**config.mk**
```make
export PLATFORM = sky130hd
export DESIGN_NAME = serial_pattern_feeder
export DESIGN_NICKNAME = d
export VERILOG_FILES = /design/src/rtl/serial_pattern_feeder.sv
export SDC_FILE = /design/constraint.sdc
export NUM_CORES = 1
export LEC_CHECK = 0
export BUFFER_PORTS_ARGS = -buffer_cell sky130_fd_sc_hd__clkbuf_2
export CAP_MARGIN = 20
export CORE_MARGIN = 2
export CORE_UTILIZATION = 55
export DETAILED_ROUTE_END_ITERATION = 10
export PLACE_DENSITY = 0.8
export SLEW_MARGIN = 40
export SYNTH_ARGS = -nofsm -noshare
export SYNTH_HDL_FRONTEND = slang
export SYNTH_SLANG_ARGS = --single-unit
```
**constraint.sdc**
```tcl
create_clock -name clk -period 3.92 [get_ports clk]
set_input_delay 0.784 -clock clk [delete_from_list [all_inputs] [get_ports clk]]
set_output_delay 0.784 -clock clk [all_outputs]
set_load 0.005 [all_outputs]
```
**src/rtl/serial_pattern_feeder.sv**
```systemverilog
// Parallel-to-serial feeder for the serial sequence detector: WIDTH-bit words in, MSB-first bits out.
// Define SERIAL_PARITY_EN to append an even-parity bit after each word's data bits.
module serial_pattern_feeder #(
  parameter  int WIDTH = 8,
  localparam int CNT_W = $clog2(WIDTH + 1)
) (
  input  logic             clk,
  input  logic             reset,
  input  logic [WIDTH-1:0] din,
  input  logic             din_valid,
  output logic             din_ready,
  output logic             x,
  output logic             x_valid,
  output logic             word_done,
  output logic             busy
);

`ifdef SERIAL_PARITY_EN
  localparam int NBITS = WIDTH + 1;
`else
  localparam int NBITS = WIDTH;
`endif

  typedef enum logic {S_IDLE = 1'b0, S_SHIFT = 1'b1} state_t;

  state_t             r_state, w_state_nxt;
  logic [NBITS-1:0]   r_sreg, w_sreg_nxt, w_frame;
  logic [CNT_W-1:0]   r_cnt, w_cnt_nxt;
  logic               r_x_valid, r_word_done, r_busy;
  logic               w_last, w_load;

  // Parity rides along as the frame LSB, so it simply shifts out after the data.
`ifdef SERIAL_PARITY_EN
  assign w_frame = {din, ^din};
`else
  assign w_frame = din;
`endif

  always_ff @(posedge clk) begin
    if (!reset) r_state <= S_IDLE;
    else        r_state <= w_state_nxt;
  end

  always_comb begin
    w_state_nxt = r_state;
    case (r_state)
      S_IDLE:  if (w_load) w_state_nxt = S_SHIFT;
      S_SHIFT: if (w_last && !w_load) w_state_nxt = S_IDLE;
      default: w_state_nxt = S_IDLE;
    endcase
  end

  always_comb begin
    w_last    = (r_state == S_SHIFT) && (r_cnt == '0);
    din_ready = reset && ((r_state == S_IDLE) || w_last);
    w_load    = din_valid && din_ready;
  end

  // Shifting out the last bit leaves the register all-zero, which keeps x low while idle.
  always_comb begin
    w_sreg_nxt = r_sreg;
    w_cnt_nxt  = r_cnt;
    if (w_load) begin
      w_sreg_nxt = w_frame;
      w_cnt_nxt  = CNT_W'(NBITS - 1);
    end else if (r_state == S_SHIFT) begin
      w_sreg_nxt = {r_sreg[NBITS-2:0], 1'b0};
      if (r_cnt != '0) w_cnt_nxt = r_cnt - 1'b1;
    end
  end

  always_ff @(posedge clk) begin
    if (!reset) begin
      r_sreg      <= '0;
      r_cnt       <= '0;
      r_x_valid   <= 1'b0;
      r_word_done <= 1'b0;
      r_busy      <= 1'b0;
    end else begin
      r_sreg      <= w_sreg_nxt;
      r_cnt       <= w_cnt_nxt;
      r_x_valid   <= (w_state_nxt == S_SHIFT);
      r_busy      <= (w_state_nxt == S_SHIFT);
      r_word_done <= (w_state_nxt == S_SHIFT) && (w_cnt_nxt == '0);
    end
  end

  assign x         = r_sreg[NBITS-1];
  assign x_valid   = r_x_valid;
  assign word_done = r_word_done;
  assign busy      = r_busy;

endmodule

```
==> results.sh, run 1 <==
export IMPL_synth_edf_count=0
export IMPL_ys_seq_area_frac=0.369
export IMPL_syn_nets=86
export IMPL_wl_um=1480
export IMPL_die_h_um=41.2
export IMPL_viasPerCell=6.05
export IMPL_yosys_warnings=0
export IMPL_synth_top_area_share=0.369
export IMPL_cts_inserted_buffers=3
export IMPL_cp_slowest_cell="dfxtp_1"
export IMPL_start_kind="flop"
export IMPL_cts_resized=0
export IMPL_cts_htree_levels=1
export IMPL_holdWs_ns=0.568
export IMPL_num_rows=13
export IMPL_clock_skew_ns=0.00272
export IMPL_clock_sinks=14
export IMPL_antenna_found_initial=0
export IMPL_cp_endpoint="din_ready"
export IMPL_crit_type="flop to output port"
export IMPL_grt_setup_unrepaired="false"
export IMPL_portBuffers=15
export IMPL_final_setup_viol_count=0
export IMPL_grt_pass1_wl_um=2160
export IMPL_synth_seq_cells=14
export IMPL_postSynthCellCount=74
export IMPL_start_util=0.584
export IMPL_reg2reg_depth=3
export IMPL_rr_endpoint="r_cnt[3]"
export IMPL_r2r_slack_ns=2.12
export IMPL_layout_nets=101
export IMPL_endpoint_kind="output port"
export IMPL_die_area_um2=1690
export IMPL_drt_iter0_drc=13
export IMPL_place_gp_congestion=0.880
export IMPL_startpoint="busy"
export IMPL_slew_headroom=0.467
export IMPL_ys_flop_type="dfxtp_1"
export IMPL_period_minus_slack_ns=2.54
export IMPL_setup_tns_ns=0
export IMPL_n_antenna_cell=0
export IMPL_wire_per_inst_um=14.3
export IMPL_cts_tree="done"
export IMPL_dp_hpwl_um=1100
export IMPL_area_growth_pct=13.0
export IMPL_p_per_area_nw_per_um2=406
export IMPL_p_leak_uw=0.000361
export IMPL_ir_drop_v=0.000268
export IMPL_layout_worst_path_cycle_share=0.648
export IMPL_ctsRootBufferMaster="clkbuf_4"
export IMPL_vias=623
export IMPL_hold_buffers=0
export IMPL_cp_slowest_stage_delay_ns=0.85
export IMPL_dp_cells=99
export IMPL_ys_top_cells_by_count="dfxtp_1 (14), a21oi_1 (8), mux2i_1 (7), o221a_1 (7), inv_1 (5)"
export IMPL_cts_max_path_buffers=2
export IMPL_synth_most_common_cell="dfxtp_1"
export IMPL_postCtsSetupBuffers=0
export IMPL_syn_area_um2=759
export IMPL_drive_gt1_frac=0.307
export IMPL_required_ns=3.14
export IMPL_die_w_um=41.2
export IMPL_crit_arrival_ns=1.76
export IMPL_syn_avg_cell_area_um2=10.3
export IMPL_instances_no_fill=103
export IMPL_synth_area_leaders="dfxtp_1 (37%), o221a_1 (10%), mux2i_1 (9.2%)"
export IMPL_crit_path_max_fanout=19
export IMPL_io_pins=16
export IMPL_status="completed"
export IMPL_cp_common_cell="nor2_1"
export IMPL_clk_latency_ns=0.28
export IMPL_path_cells="inv_1, nor2_1, nor2_1, clkbuf_2"
export IMPL_grt_max_degree=20
export IMPL_ys_types=32
export IMPL_r2r_start="busy"
export IMPL_drc=0
export IMPL_fmax_mhz=393
export IMPL_grt_pass1_vias=503
export IMPL_tightest_slew_ns=0.798
export IMPL_firstDrtPassIters=4
export IMPL_yosys_area_top_type="dfxtp_1"
export IMPL_detail_route_antenna_nets=0
export IMPL_timing_final_hold_violations=0
export IMPL_drv_slew=0
export IMPL_core_um2=1300
export IMPL_hp_class="flop to flop"
export IMPL_cap_violations=0
export IMPL_gr_total_overflow=0
export IMPL_synth_async_reset_ratio=0
export IMPL_path_clk_slew_ns=0.09
export IMPL_grt_use_total=0.204
-- flip-flops by register name (all words and copies together), names as in the netlist --
name,count
busy,1
r_cnt,4
r_sreg,8
word_done,1
-- worst min-delay path by stage --
| stage | startpoint | end | depth (start not counted) | slack, ns |
|---|---|---|---|---|
| 6_report | r_sreg[1] | r_sreg[2] | 1 | 0.57 |
| 4_1_cts | r_sreg[1] | r_sreg[2] | 1 | 0.57 |
| 5_1_grt | r_sreg[1] | r_sreg[2] | 1 | 0.58 |
| 3_5_place_dp | r_sreg[1] | r_sreg[2] | 1 | 0.55 |
| 3_3_place_gp | r_sreg[2] | r_sreg[3] | 1 | 0.54 |
| 2_1_floorplan | r_cnt[1] | r_cnt[1] | 1 | 0.52 |
-- routing by layer --
| layer | global-route usage | up-vias | wire length (um) |
|---|---|---|---|
| met5 | 0 | - | 0 |
| met4 | 0.145 | 0 | 14 |
| met3 | 0.0326 | 2 | 66 |
| met2 | 0.324 | 20 | 702 |
| met1 | 0.246 | 283 | 694 |
| li1 | - | 318 | - |
-- critical path: cells and delay by family, from the launching register on --
family | cells | cell delay, ns
buf+inv | 2 | 0.34
flops | 1 | 0.85
simple gates | 2 | 0.29
-- cell usage in the layout (no fill, tap or decap), types with 2 or more instances in the layout --
cell,Yosys,final
o221a_1,7,7
inv_1,5,5
a21oi_1,8,8
mux2i_1,7,7
nor2_1,4,4
clkbuf_2,0,15
nand2b_1,2,2
dfxtp_1,14,14
clkbuf_4,0,3
-- logic make-up (layout without fill, tap and decap cells) --
kind of cell,after synthesis,count (layout),synth area share
AO/OA/AOI/OAI,25,25,0.282
AND/OR/NAND/NOR,15,15,0.145
flip-flops,14,14,0.369
buffers and inverters,10,24,0.0659
multiplexers,9,9,0.122
adder cells (fa/ha/maj),1,1,0.0165
-- through the flow --
stage	instance area [um^2]	util	worst slack (ns)	total power, uW
global placement	822	0.632	1.74	244
finish	858	0.660	1.38	349
CTS	858	0.660	1.39	350
floorplan	759	-	1.95	228
global route	858	0.660	1.22	364
detailed placement	822	0.632	1.71	247
-- final cells by class --
cell class | count | area, um^2
tap | 15 | 18.8
clock buffer | 4 | 36.3
inverter | 5 | 18.8
timing repair buffer | 15 | 75.1
fill | 110 | 443
sequential | 14 | 280
multi-input combinational | 50 | 429
-- power by group --
part / leakage [uW] / total (uW) / internal [uW] / switching [uW]
combinational: 0.000224 / 73.0 / 37.0 / 36.0
clock: 0.0000210 / 104 / 56.5 / 47.9
sequential: 0.000116 / 171 / 155 / 16.3
total: 0.000361 / 349 / 249 / 100
Power figures use the tool's default switching activity.
==> inputs of run 2 (changes only) <==
- CORE_UTILIZATION: 55 -> 46
- PLACE_DENSITY: 0.8 -> 0.72
- clock period: 3.92 -> 2.3 ns (I/O delays scaled with it)
==> run 2 against run 1 <==
Net effect:
- non-clock buffer count is 1 higher
- clock power is 72% higher
- power is 71% higher
- cell count is 1.9% higher
- first-iteration DRC count is 69% lower
- worst setup slack worse by 1.2 ns
- core utilization is 9.1 points lower
- count of clock-buffer cells in the layout stayed put
- sequential cell count stayed put
- wire length is 2.3% lower
- critical path depth is 2 higher
- largest power group unchanged
==> results.sh, run 2 (synthesis results as in run 1) <==
export IMPL_status="completed"
export IMPL_grt_setup_unrepaired="false"
export IMPL_hold_buffers=0
export IMPL_detail_route_antenna_nets=0
export IMPL_final_cell_mix="clkbuf_2 (15), dfxtp_1 (14), a21oi_1 (8)"
export IMPL_p_leak_uw=0.000366
export IMPL_timing_final_hold_violations=0
export IMPL_path_clk_slew_ns=0.09
export IMPL_num_rows=14
export IMPL_seq_area_um2=280
export IMPL_area_growth_pct=14.2
export IMPL_regMostFlops="r_sreg"
export IMPL_clock_sinks=14
export IMPL_fmax_mhz=479
export IMPL_setup_tns_ns=0
export IMPL_die_h_um=44.6
export IMPL_cap_violations=0
export IMPL_cts_max_path_buffers=2
export IMPL_dp_cells=101
export IMPL_layout_worst_path_cycle_share=0.908
export IMPL_top_regs="r_sreg: 8 flops, r_cnt: 4 flops"
export IMPL_drc=0
export IMPL_layout_commonest_cell="clkbuf_2"
export IMPL_finalWorstSetupSlack_ns=0.211
export IMPL_p_per_area_nw_per_um2=687
export IMPL_viasPerCell=5.95
export IMPL_final_setup_viol_count=0
export IMPL_postCtsSetupBuffers=0
export IMPL_largest_reg_flops=8
export IMPL_instances_no_fill=105
export IMPL_wire_per_inst_um=13.7
export IMPL_cts_htree_levels=1
export IMPL_placed_area_um2=831
export IMPL_dpl_worst_slack_ns=0.551
export IMPL_cts_resized=0
export IMPL_cts_inserted_buffers=3
export IMPL_grt_pass1_vias=590
export IMPL_place_gp_congestion=0.791
export IMPL_die_area_um2=1990
export IMPL_clock_skew_ns=0.00179
export IMPL_antenna_found_initial=0
export IMPL_die_w_um=44.6
export IMPL_crit_type="flop to output port"
export IMPL_tightest_slew_ns=0.436
export IMPL_multi_input_area_um2=429
export IMPL_dp_hpwl_um=1060
export IMPL_period_minus_slack_ns=2.09
export IMPL_crit_arrival_ns=1.63
export IMPL_drv_slew=0
export IMPL_drt_iter0_drc=4
export IMPL_grt_max_degree=12
export IMPL_postLayoutCellArea_um2=867
export IMPL_start_kind="flop"
export IMPL_crit_path_max_fanout=6
export IMPL_grt_use_total=0.171
export IMPL_vias=625
export IMPL_ctsRootBufferMaster="clkbuf_4"
export IMPL_slew_headroom=0.709
export IMPL_gr_total_overflow=0
export IMPL_cts_tree="done"
export IMPL_grt_pass1_wl_um=2500
export IMPL_drive_gt1_frac=0.315
export IMPL_holdWs_ns=0.432
export IMPL_endpoint_kind="output port"
export IMPL_layout_nets=102
export IMPL_io_pins=16
export IMPL_ir_drop_v=0.000448
export IMPL_core_um2=1520
export IMPL_required_ns=1.84
export IMPL_fill_cells=147
export IMPL_n_antenna_cell=0
export IMPL_firstDrtPassIters=4
export IMPL_start_util=0.498
export IMPL_clk_latency_ns=0.28
export IMPL_hp_class="primary input to flop"
export IMPL_portBuffers=15
export IMPL_wl_um=1440
==> run 2: cell types whose count changed in the layout (fill, tap and decap cells not counted), sizes merged <==
cell  before  now
buf        0    1
==> run 2: worst paths after layout <==
| path | cells after the start | endpoint | start | slack [ns] |
|---|---|---|---|---|
| setup / recovery | 6 | din_ready | r_cnt[0] | 0.21 |
| hold reg to reg | 1 | r_sreg[7] | r_sreg[6] | 0.56 |
| hold / removal | 2 | r_sreg[4] | din[4] | 0.43 |
| setup reg to reg | 5 | r_sreg[6] | r_cnt[0] | 0.71 |
==> run 2: metal layers <==
metal,wire length (um),global-route usage
met3,93,0.0612
met2,662,0.287
met4,10,0.0545
met1,676,0.201
met5,0,0
==> run 2: layout make-up <==
cell class                      instances  area share
Inverter                                5      0.0216
Tap cell                               16      0.0231
Timing Repair Buffer                   16      0.0952
Sequential cell                        14       0.323
Clock buffer                            4      0.0418
Multi-Input combinational cell         50       0.495
==> run 2: report_power, final <==
group | internal [uW] | switching (uW)
clock | 96.3 | 83.0
sequential | 264 | 23.3
combinational | 64.2 | 64.2
total | 425 | 171
==> run 2: per-stage QoR <==
step           total power [uW]  utilization
6_report                    595        0.569
5_1_grt                     629        0.569
4_1_cts                     600        0.569
3_5_place_dp                422        0.545
3_3_place_gp                419        0.545
2_1_floorplan               389            -
==> run 2: worst max-delay path, stage by stage (launching register included) <==
cell and delay (ns):
dfxtp_1 0.47, inv_1 0.08, ha_1 0.24, nor3b_2 0.19, nor2_1 0.20, nor2_1 0.06, clkbuf_2 0.12
